$ cat src/rtl/cpu_lockstep_chk_pkg.sv
// ---------------------------------------------------------------------------
// cpu_lockstep_chk_pkg
// Shared types and constants for the CPU lockstep checker:
//   bus_txn_t  - one bus transaction {rw, addr, data}, 25 bits
//   ls_state_e - checker state (LS_RUN comparing, LS_HALT frozen)
//   LS_MIS_MAX - saturation value of the mismatch counter
//   sat_inc16  - saturating 16-bit increment
// ---------------------------------------------------------------------------
package cpu_lockstep_chk_pkg;

  typedef struct packed {
    logic        rw;
    logic [15:0] addr;
    logic [7:0]  data;
  } bus_txn_t;

  typedef enum logic {
    LS_RUN  = 1'b0,
    LS_HALT = 1'b1
  } ls_state_e;

  localparam logic [15:0] LS_MIS_MAX = 16'hFFFF;

  function automatic logic [15:0] sat_inc16(input logic [15:0] val);
    logic [15:0] res;
    if (val == LS_MIS_MAX) begin
      res = LS_MIS_MAX;
    end else begin
      res = val + 16'd1;
    end
    return res;
  endfunction

endpackage

$ cat src/rtl/cpu_lockstep_chk_fifo.sv
// ---------------------------------------------------------------------------
// lockstep_fifo
// First-word-fall-through FIFO holding one side's bus transactions.
//   clk_i   - clock
//   rst_i   - synchronous active-high reset (empties the FIFO)
//   push_i  - write din_i; ignored when full unless popping the same cycle
//   pop_i   - drop the head entry; ignored when empty
//   din_i   - transaction to write
//   dout_o  - head entry, valid whenever empty_o is low
//   full_o  - DEPTH entries held
//   empty_o - no entries held
// ---------------------------------------------------------------------------
module lockstep_fifo
  import cpu_lockstep_chk_pkg::*;
#(
  parameter int unsigned DEPTH = 8
) (
  input  logic     clk_i,
  input  logic     rst_i,
  input  logic     push_i,
  input  logic     pop_i,
  input  bus_txn_t din_i,
  output bus_txn_t dout_o,
  output logic     full_o,
  output logic     empty_o
);

  localparam int unsigned AW = $clog2(DEPTH);

  // Pointers carry one extra wrap bit so full and empty are distinguishable.
  logic [AW:0] wptr_q, wptr_d;
  logic [AW:0] rptr_q, rptr_d;
  bus_txn_t    mem_q [DEPTH];
  logic        do_push_s;
  logic        do_pop_s;

  assign empty_o   = (wptr_q == rptr_q);
  assign full_o    = (wptr_q[AW-1:0] == rptr_q[AW-1:0]) && (wptr_q[AW] != rptr_q[AW]);
  assign do_pop_s  = pop_i & ~empty_o;
  // A full FIFO may accept a push only when the head leaves in the same cycle.
  assign do_push_s = push_i & (~full_o | do_pop_s);
  assign dout_o    = mem_q[rptr_q[AW-1:0]];

  // Next pointer values.
  always_comb begin
    wptr_d = wptr_q;
    rptr_d = rptr_q;
    if (do_push_s) begin
      wptr_d = wptr_q + {{AW{1'b0}}, 1'b1};
    end else begin
      wptr_d = wptr_q;
    end
    if (do_pop_s) begin
      rptr_d = rptr_q + {{AW{1'b0}}, 1'b1};
    end else begin
      rptr_d = rptr_q;
    end
  end

  // Pointer registers with synchronous reset.
  always_ff @(posedge clk_i) begin
    if (rst_i) begin
      wptr_q <= {(AW+1){1'b0}};
      rptr_q <= {(AW+1){1'b0}};
    end else begin
      wptr_q <= wptr_d;
      rptr_q <= rptr_d;
    end
  end

  // Storage array; contents need no reset because the pointers qualify them.
  always_ff @(posedge clk_i) begin
    if (do_push_s) begin
      mem_q[wptr_q[AW-1:0]] <= din_i;
    end
  end

endmodule

$ cat config.mk
export PLATFORM = sky130hd
export DESIGN_NAME = lockstep_fifo
export DESIGN_NICKNAME = d
export VERILOG_FILES = /design/src/rtl/cpu_lockstep_chk_pkg.sv /design/src/rtl/cpu_lockstep_chk_fifo.sv
export SDC_FILE = /design/constraint.sdc
export NUM_CORES = 1
export LEC_CHECK = 0
export ABC_AREA = 1
export CAP_MARGIN = 0
export CORE_MARGIN = 1
export CORE_UTILIZATION = 45
export DETAILED_ROUTE_END_ITERATION = 6
export REMOVE_ABC_BUFFERS = 1
export SYNTH_ARGS = -nofsm -noshare
export SYNTH_HDL_FRONTEND = slang
export SYNTH_SLANG_ARGS = --single-unit
export TNS_END_PERCENT = 5
$ cat constraint.sdc
create_clock -name clk_i -period 5.25 [get_ports clk_i]
set_clock_uncertainty 0.2 [all_clocks]
set_input_delay 0.525 -clock clk_i [delete_from_list [all_inputs] [get_ports clk_i]]
set_output_delay 0.525 -clock clk_i [all_outputs]
set_load 0.03 [all_outputs]
==> results of run 1 <==
sequential cells by signal, summed over array words and instances (netlist names), named ones only:
name    count
wptr_q      4
rptr_q      4
mem_q     200
worst max-delay path by stage:
stage | startpoint | end | cells past startpoint
after floorplan | register | dout_o[0] | 3
after global routing | register | dout_o[3] | 6
after CTS | register | dout_o[13] | 6
after detailed placement | register | dout_o[14] | 6
after global placement | register | dout_o[14] | 6
final | register | dout_o[13] | 6
metal layers:
metal | GRT usage [%] | vias up | wire (um)
met1 | 26.4 | 2562 | 8020
met5 | 0 | - | 0
met2 | 31.6 | 130 | 8470
met3 | 2.81 | 33 | 913
met4 | 5.32 | 0 | 342
li1 | - | 2514 | -
stage by stage:
step                      std cells  setup WS [ns]  instance area [sq um]  hold WS [ns]
after global routing            978          0.873                   9800         0.388
final                           978           1.11                   9800         0.347
after detailed placement        939           1.63                   9140         0.340
after floorplan                 641           1.08                   8170         0.301
after global placement          939           1.67                   9140         0.332
after CTS                       978           1.08                   9800         0.346
cells in the final DEF, fill, tap and decap left out, types with 9 or more instances in the layout:
master	netlist	routed
clkbuf_16	0	23
nor2_1	142	135
a21oi_1	30	30
o21ai_1	36	36
o21ai_0	66	66
buf_4	0	14
inv_1	12	12
nand2_1	95	95
clkdlybuf4s50_1	0	55
dfxtp_1	11	9
edfxtp_1	200	200
a31oi_1	25	25
worst max-delay path, delay by kind of cell, from the launching register on:
family | cells | cell delay (ns)
buffers and inverters | 2 | 1.41
flip-flops | 1 | 0.76
AO/OA/AOI/OAI | 4 | 0.71
power groups by stage:
stage / clock, W / sequential, W / combinational (W)
floorplan: 0 / 0.00197 / 0.000330
global placement: 0 / 0.00195 / 0.000589
detailed placement: 0 / 0.00195 / 0.000598
CTS: 0.00146 / 0.00191 / 0.000600
global route: 0.00152 / 0.00192 / 0.000650
finish: 0.00143 / 0.00191 / 0.000594
final cells by class:
type,count,area [sq um]
Clock buffer,31,606
Clock inverter,8,56.3
Fill cell,1502,8230
Inverter,15,56.3
Multi-Input combinational cell,415,1910
Sequential cell,211,6230
Tap cell,229,287
Timing Repair Buffer,69,656
cells by family after synthesis:
| logic type | count (synthesis) | share of synthesized area (%) |
|---|---|---|
| and+or+nand+nor | 250 | 11.9 |
| DFF | 211 | 74.7 |
| AOI/OAI and AO/OA | 158 | 9.91 |
| buffers and inverters | 51 | 2.54 |
| xor gates and xnor gates | 5 | 0.616 |
| adders and majority gates | 2 | 0.300 |
==> impl_metrics.json, run 1 <==
{
  "status": "finished clean",
  "path_clk_slew_ns": 0.06,
  "drive_above_1_share_pct": 7.74,
  "wl_per_cell_um": 18.1,
  "grt_pass1_vias": 5120,
  "cts.path.max_buffers": 3,
  "synth_commonest_cells": "edfxtp_1, nor2_1, nand2_1, o21ai_0, o21ai_1",
  "leakagePower_nw": 3.35,
  "syn2layout_area_growth_pct": 17.6,
  "yosys_most_used_dff": "edfxtp_1",
  "gp_congestion": 0.748,
  "max_freq_mhz": 241,
  "synth_most_common_cell": "edfxtp_1",
  "insertion_delay_ns": 0.50,
  "io_pins": 56,
  "yosysSeqAreaShare_pct": 74.7,
  "slew_violations": 0,
  "cpPeakStageDelay_ns": 0.76,
  "post-dp-hpwl_mm": 9.21,
  "die_area_sq_mm": 0.0191,
  "root_buffer": "clkbuf_16",
  "synth_area_per_cell_sq_um": 12.3,
  "min_from": "rptr_q[3]",
  "synth_area_sq_mm": 0.00833,
  "hold_path.class": "register to register",
  "core-area_sq_mm": 0.0180,
  "antenna_found_initial": 0,
  "postCtsSetupRepairBufs": 0,
  "peakVddDrop_mv": 0.229,
  "fin_util_pct": 54.4,
  "whs_endpoint": "rptr_q[3]",
  "post_drt_via_cell_ratio": 5.36,
  "rows": 49,
  "yosysTopAreaCell": "edfxtp_1",
  "ctsHoldBuffers": 0,
  "crit_path_top_delay_cell": "dfxtp_2",
  "routed_wl_mm": 17.8,
  "clock-sinks": 211,
  "grt_usage_pct": 19.1,
  "cp.required_ns": 4.53,
  "worst_slew_pin_slew_ns": 1.06,
  "synth.distinct_cells": 24,
  "drc": 0,
  "grt_first_pass_wirelength_mm": 28.3,
  "max_slew_margin_pct": 29.5,
  "setup_viol": 0,
  "pwr-share-comb_pct": 15.1,
  "start_util_pct": 46.2,
  "crit_fanout": 68,
  "die_w_um": 138,
  "power_frac_seq_pct": 48.6,
  "cts_resized": 0,
  "worstReg2RegEnd": "mem_q[0][10]",
  "first_iter_violations": 312,
  "portBuffers": 55,
  "final_nets": 765,
  "num_vias": 5239,
  "detail-route-antenna-nets": 0,
  "drtPass1Iterations": 5,
  "antenna_cells": 0,
  "synth_edf_count": 200,
  "ys_warn_count": 0,
  "reg2reg_from": "wptr_q[2]",
  "intPower_w": 0.00294,
  "end_kind": "output port",
  "min_period_ns": 4.14,
  "power_frac_clock_pct": 36.3,
  "yosysTopAreaCellShare_pct": 72.1,
  "arrival_ns": 3.42,
  "grt_max_degree": 69,
  "rsz0062_at_grt": "false",
  "synth-async-reset-ratio_pct": 0,
  "overflow": 0,
  "cts_inserted_buffers": 22,
  "postSynthCellCount": 677,
  "max_cap_viol_count": 0,
  "worst_setup_path_start_kind": "register",
  "dieHeight_um": 138,
  "crit_type": "register to output port",
  "power_w": 0.00394,
  "worstRegToRegCells": 5,
  "cts_tree": "done",
  "setup_tns_ns": 0,
  "min_delay_path_depth": 2,
  "cts.htree.levels": 1,
  "yosys-top-cells-area": "edfxtp_1, nor2_1, nand2_1",
  "period_share_pct": 78.9,
  "power.density_mw_per_mm2": 402,
  "p_sw_share_pct": 25.4,
  "reg2reg_slack_ns": 3.10,
  "ys_seq_elements": 211,
  "p_sw_w": 0.000999,
  "path_cells": "buf_4 -> o21ai_1 -> o21ai_0 -> a21oi_1 -> a31oi_1 -> clkdlybuf4s50_1",
  "finalHoldViolCount": 0
}
Note: power is estimated with default switching activity, not from simulation.
==> run 2, diff against run 1 <==
- clock period: 5.25 -> 4 ns (I/O delays scaled with it)
==> impl_metrics.json, run 2 (same netlist as run 1, synthesis figures left out) <==
{
  "final_area_sq_mm": 0.00989,
  "max_slew_margin_pct": 27.7,
  "largest_reg_flops": 200,
  "cts_resized": 0,
  "dieHeight_um": 138,
  "gp_congestion": 0.770,
  "worst_slew_pin_slew_ns": 1.08,
  "grt_pass1_vias": 5339,
  "period_share_pct": 84.0,
  "postCtsSetupRepairBufs": 0,
  "syn2layout_area_growth_pct": 18.8,
  "overflow": 0,
  "cts.htree.levels": 1,
  "clock-sinks": 211,
  "setup_viol": 0,
  "die_area_sq_mm": 0.0191,
  "peakVddDrop_mv": 0.297,
  "grt_first_pass_wirelength_mm": 28.7,
  "hold_path.class": "primary input to register",
  "post_drt_via_cell_ratio": 5.40,
  "arrival_ns": 2.76,
  "ctsHoldBuffers": 0,
  "grt_max_degree": 61,
  "worst_setup_path_start_kind": "register",
  "rows": 49,
  "path_clk_slew_ns": 0.06,
  "final_nets": 768,
  "cp.required_ns": 3.40,
  "drc": 0,
  "crit_fanout": 60,
  "status": "finished clean",
  "first_iter_violations": 402,
  "slew_violations": 0,
  "rsz0062_at_grt": "false",
  "max_cap_viol_count": 0,
  "antenna_found_initial": 0,
  "final_common_cell": "edfxtp_1",
  "grt_usage_pct": 19.1,
  "portBuffers": 55,
  "pre_cts_ws_ns": 1.17,
  "min_delay_path_depth": 2,
  "power.density_mw_per_mm2": 532,
  "max_freq_mhz": 297,
  "crit_type": "register to output port",
  "wl_per_cell_um": 18.3,
  "num_vias": 5273,
  "detail-route-antenna-nets": 0,
  "placed_cell_area_sq_mm": 0.00920,
  "post-dp-hpwl_mm": 9.80,
  "worstRegToRegCells": 5,
  "hold_slack_ns": 0.298,
  "drive_above_1_share_pct": 8.96,
  "layout_common_cells": "edfxtp_1, nor2_1, nand2_1",
  "routed_wl_mm": 17.9,
  "min_period_ns": 3.36,
  "end_kind": "output port",
  "io_pins": 56,
  "finalHoldViolCount": 0,
  "cts_tree": "done",
  "setup_slack_ns": 0.638,
  "cts.path.max_buffers": 3,
  "die_w_um": 138,
  "root_buffer": "clkbuf_16",
  "antenna_cells": 0,
  "cts_inserted_buffers": 22,
  "leakagePower_nw": 3.41,
  "core-area_sq_mm": 0.0180,
  "insertion_delay_ns": 0.50,
  "drtPass1Iterations": 4,
  "start_util_pct": 46.2
}
-- run 2: cell count changes in the layout (fill, tap and decap cells not counted) --
cell / delta
buf_12: +3
bufinv_16: -1
clkbuf_1: -5
clkbuf_16: +2
clkbuf_8: +3
clkinv_1: -5
clkinv_2: +2
-- run 2: layout make-up --
class / instances / area, sq um
Inverter: 15 / 56.3
Tap cell: 229 / 287
Clock inverter: 4 / 17.5
Multi-Input combinational cell: 415 / 1910
Fill cell: 1511 / 8130
Timing Repair Buffer: 72 / 716
Sequential cell: 211 / 6230
Clock buffer: 31 / 678
-- run 2: where the power goes --
part | internal (W) | switching, W
logic | 0.000278 | 0.000527
clock network | 0.00117 | 0.000782
registers | 0.00248 | 0.0000249
-- run 2: final timing paths --
kind	from	to	slack (ns)
setup / recovery	register	dout_o[3]	0.64
hold / removal	rst_i	rptr_q[3]	0.30
setup reg to reg	wptr_q[2]	mem_q[4][3]	1.59
hold reg to reg	rptr_q[3]	rptr_q[3]	0.35
-- run 2: worst max-delay path, stage by stage (launching register included) --
cell,delay [ns]
dfxtp_2,0.34
buf_4,0.52
o21ai_0,0.20
o21ai_1,0.14
a21oi_1,0.05
a31oi_1,0.25
clkdlybuf4s50_1,0.73
-- run 2: per-stage QoR --
step	setup TNS (ns)	cells	util, %	power, W
after detailed placement	0	942	51.0	0.00336
after global routing	0	977	54.9	0.00546
after CTS	0	977	54.9	0.00530
after floorplan	-1.20	641	-	0.00301
final	0	977	54.9	0.00526
after global placement	0	942	51.0	0.00334
-- run 2: per-layer routing --
layer | up-vias | routed length (um) | track usage (%) | share of wire [%]
met5 | - | 0 | 0 | 0
met4 | 0 | 211 | 5.09 | 1.2
met3 | 18 | 949 | 3.22 | 5.3
met2 | 139 | 8510 | 31.6 | 48
met1 | 2593 | 8220 | 26.3 | 46
li1 | 2523 | - | - | -
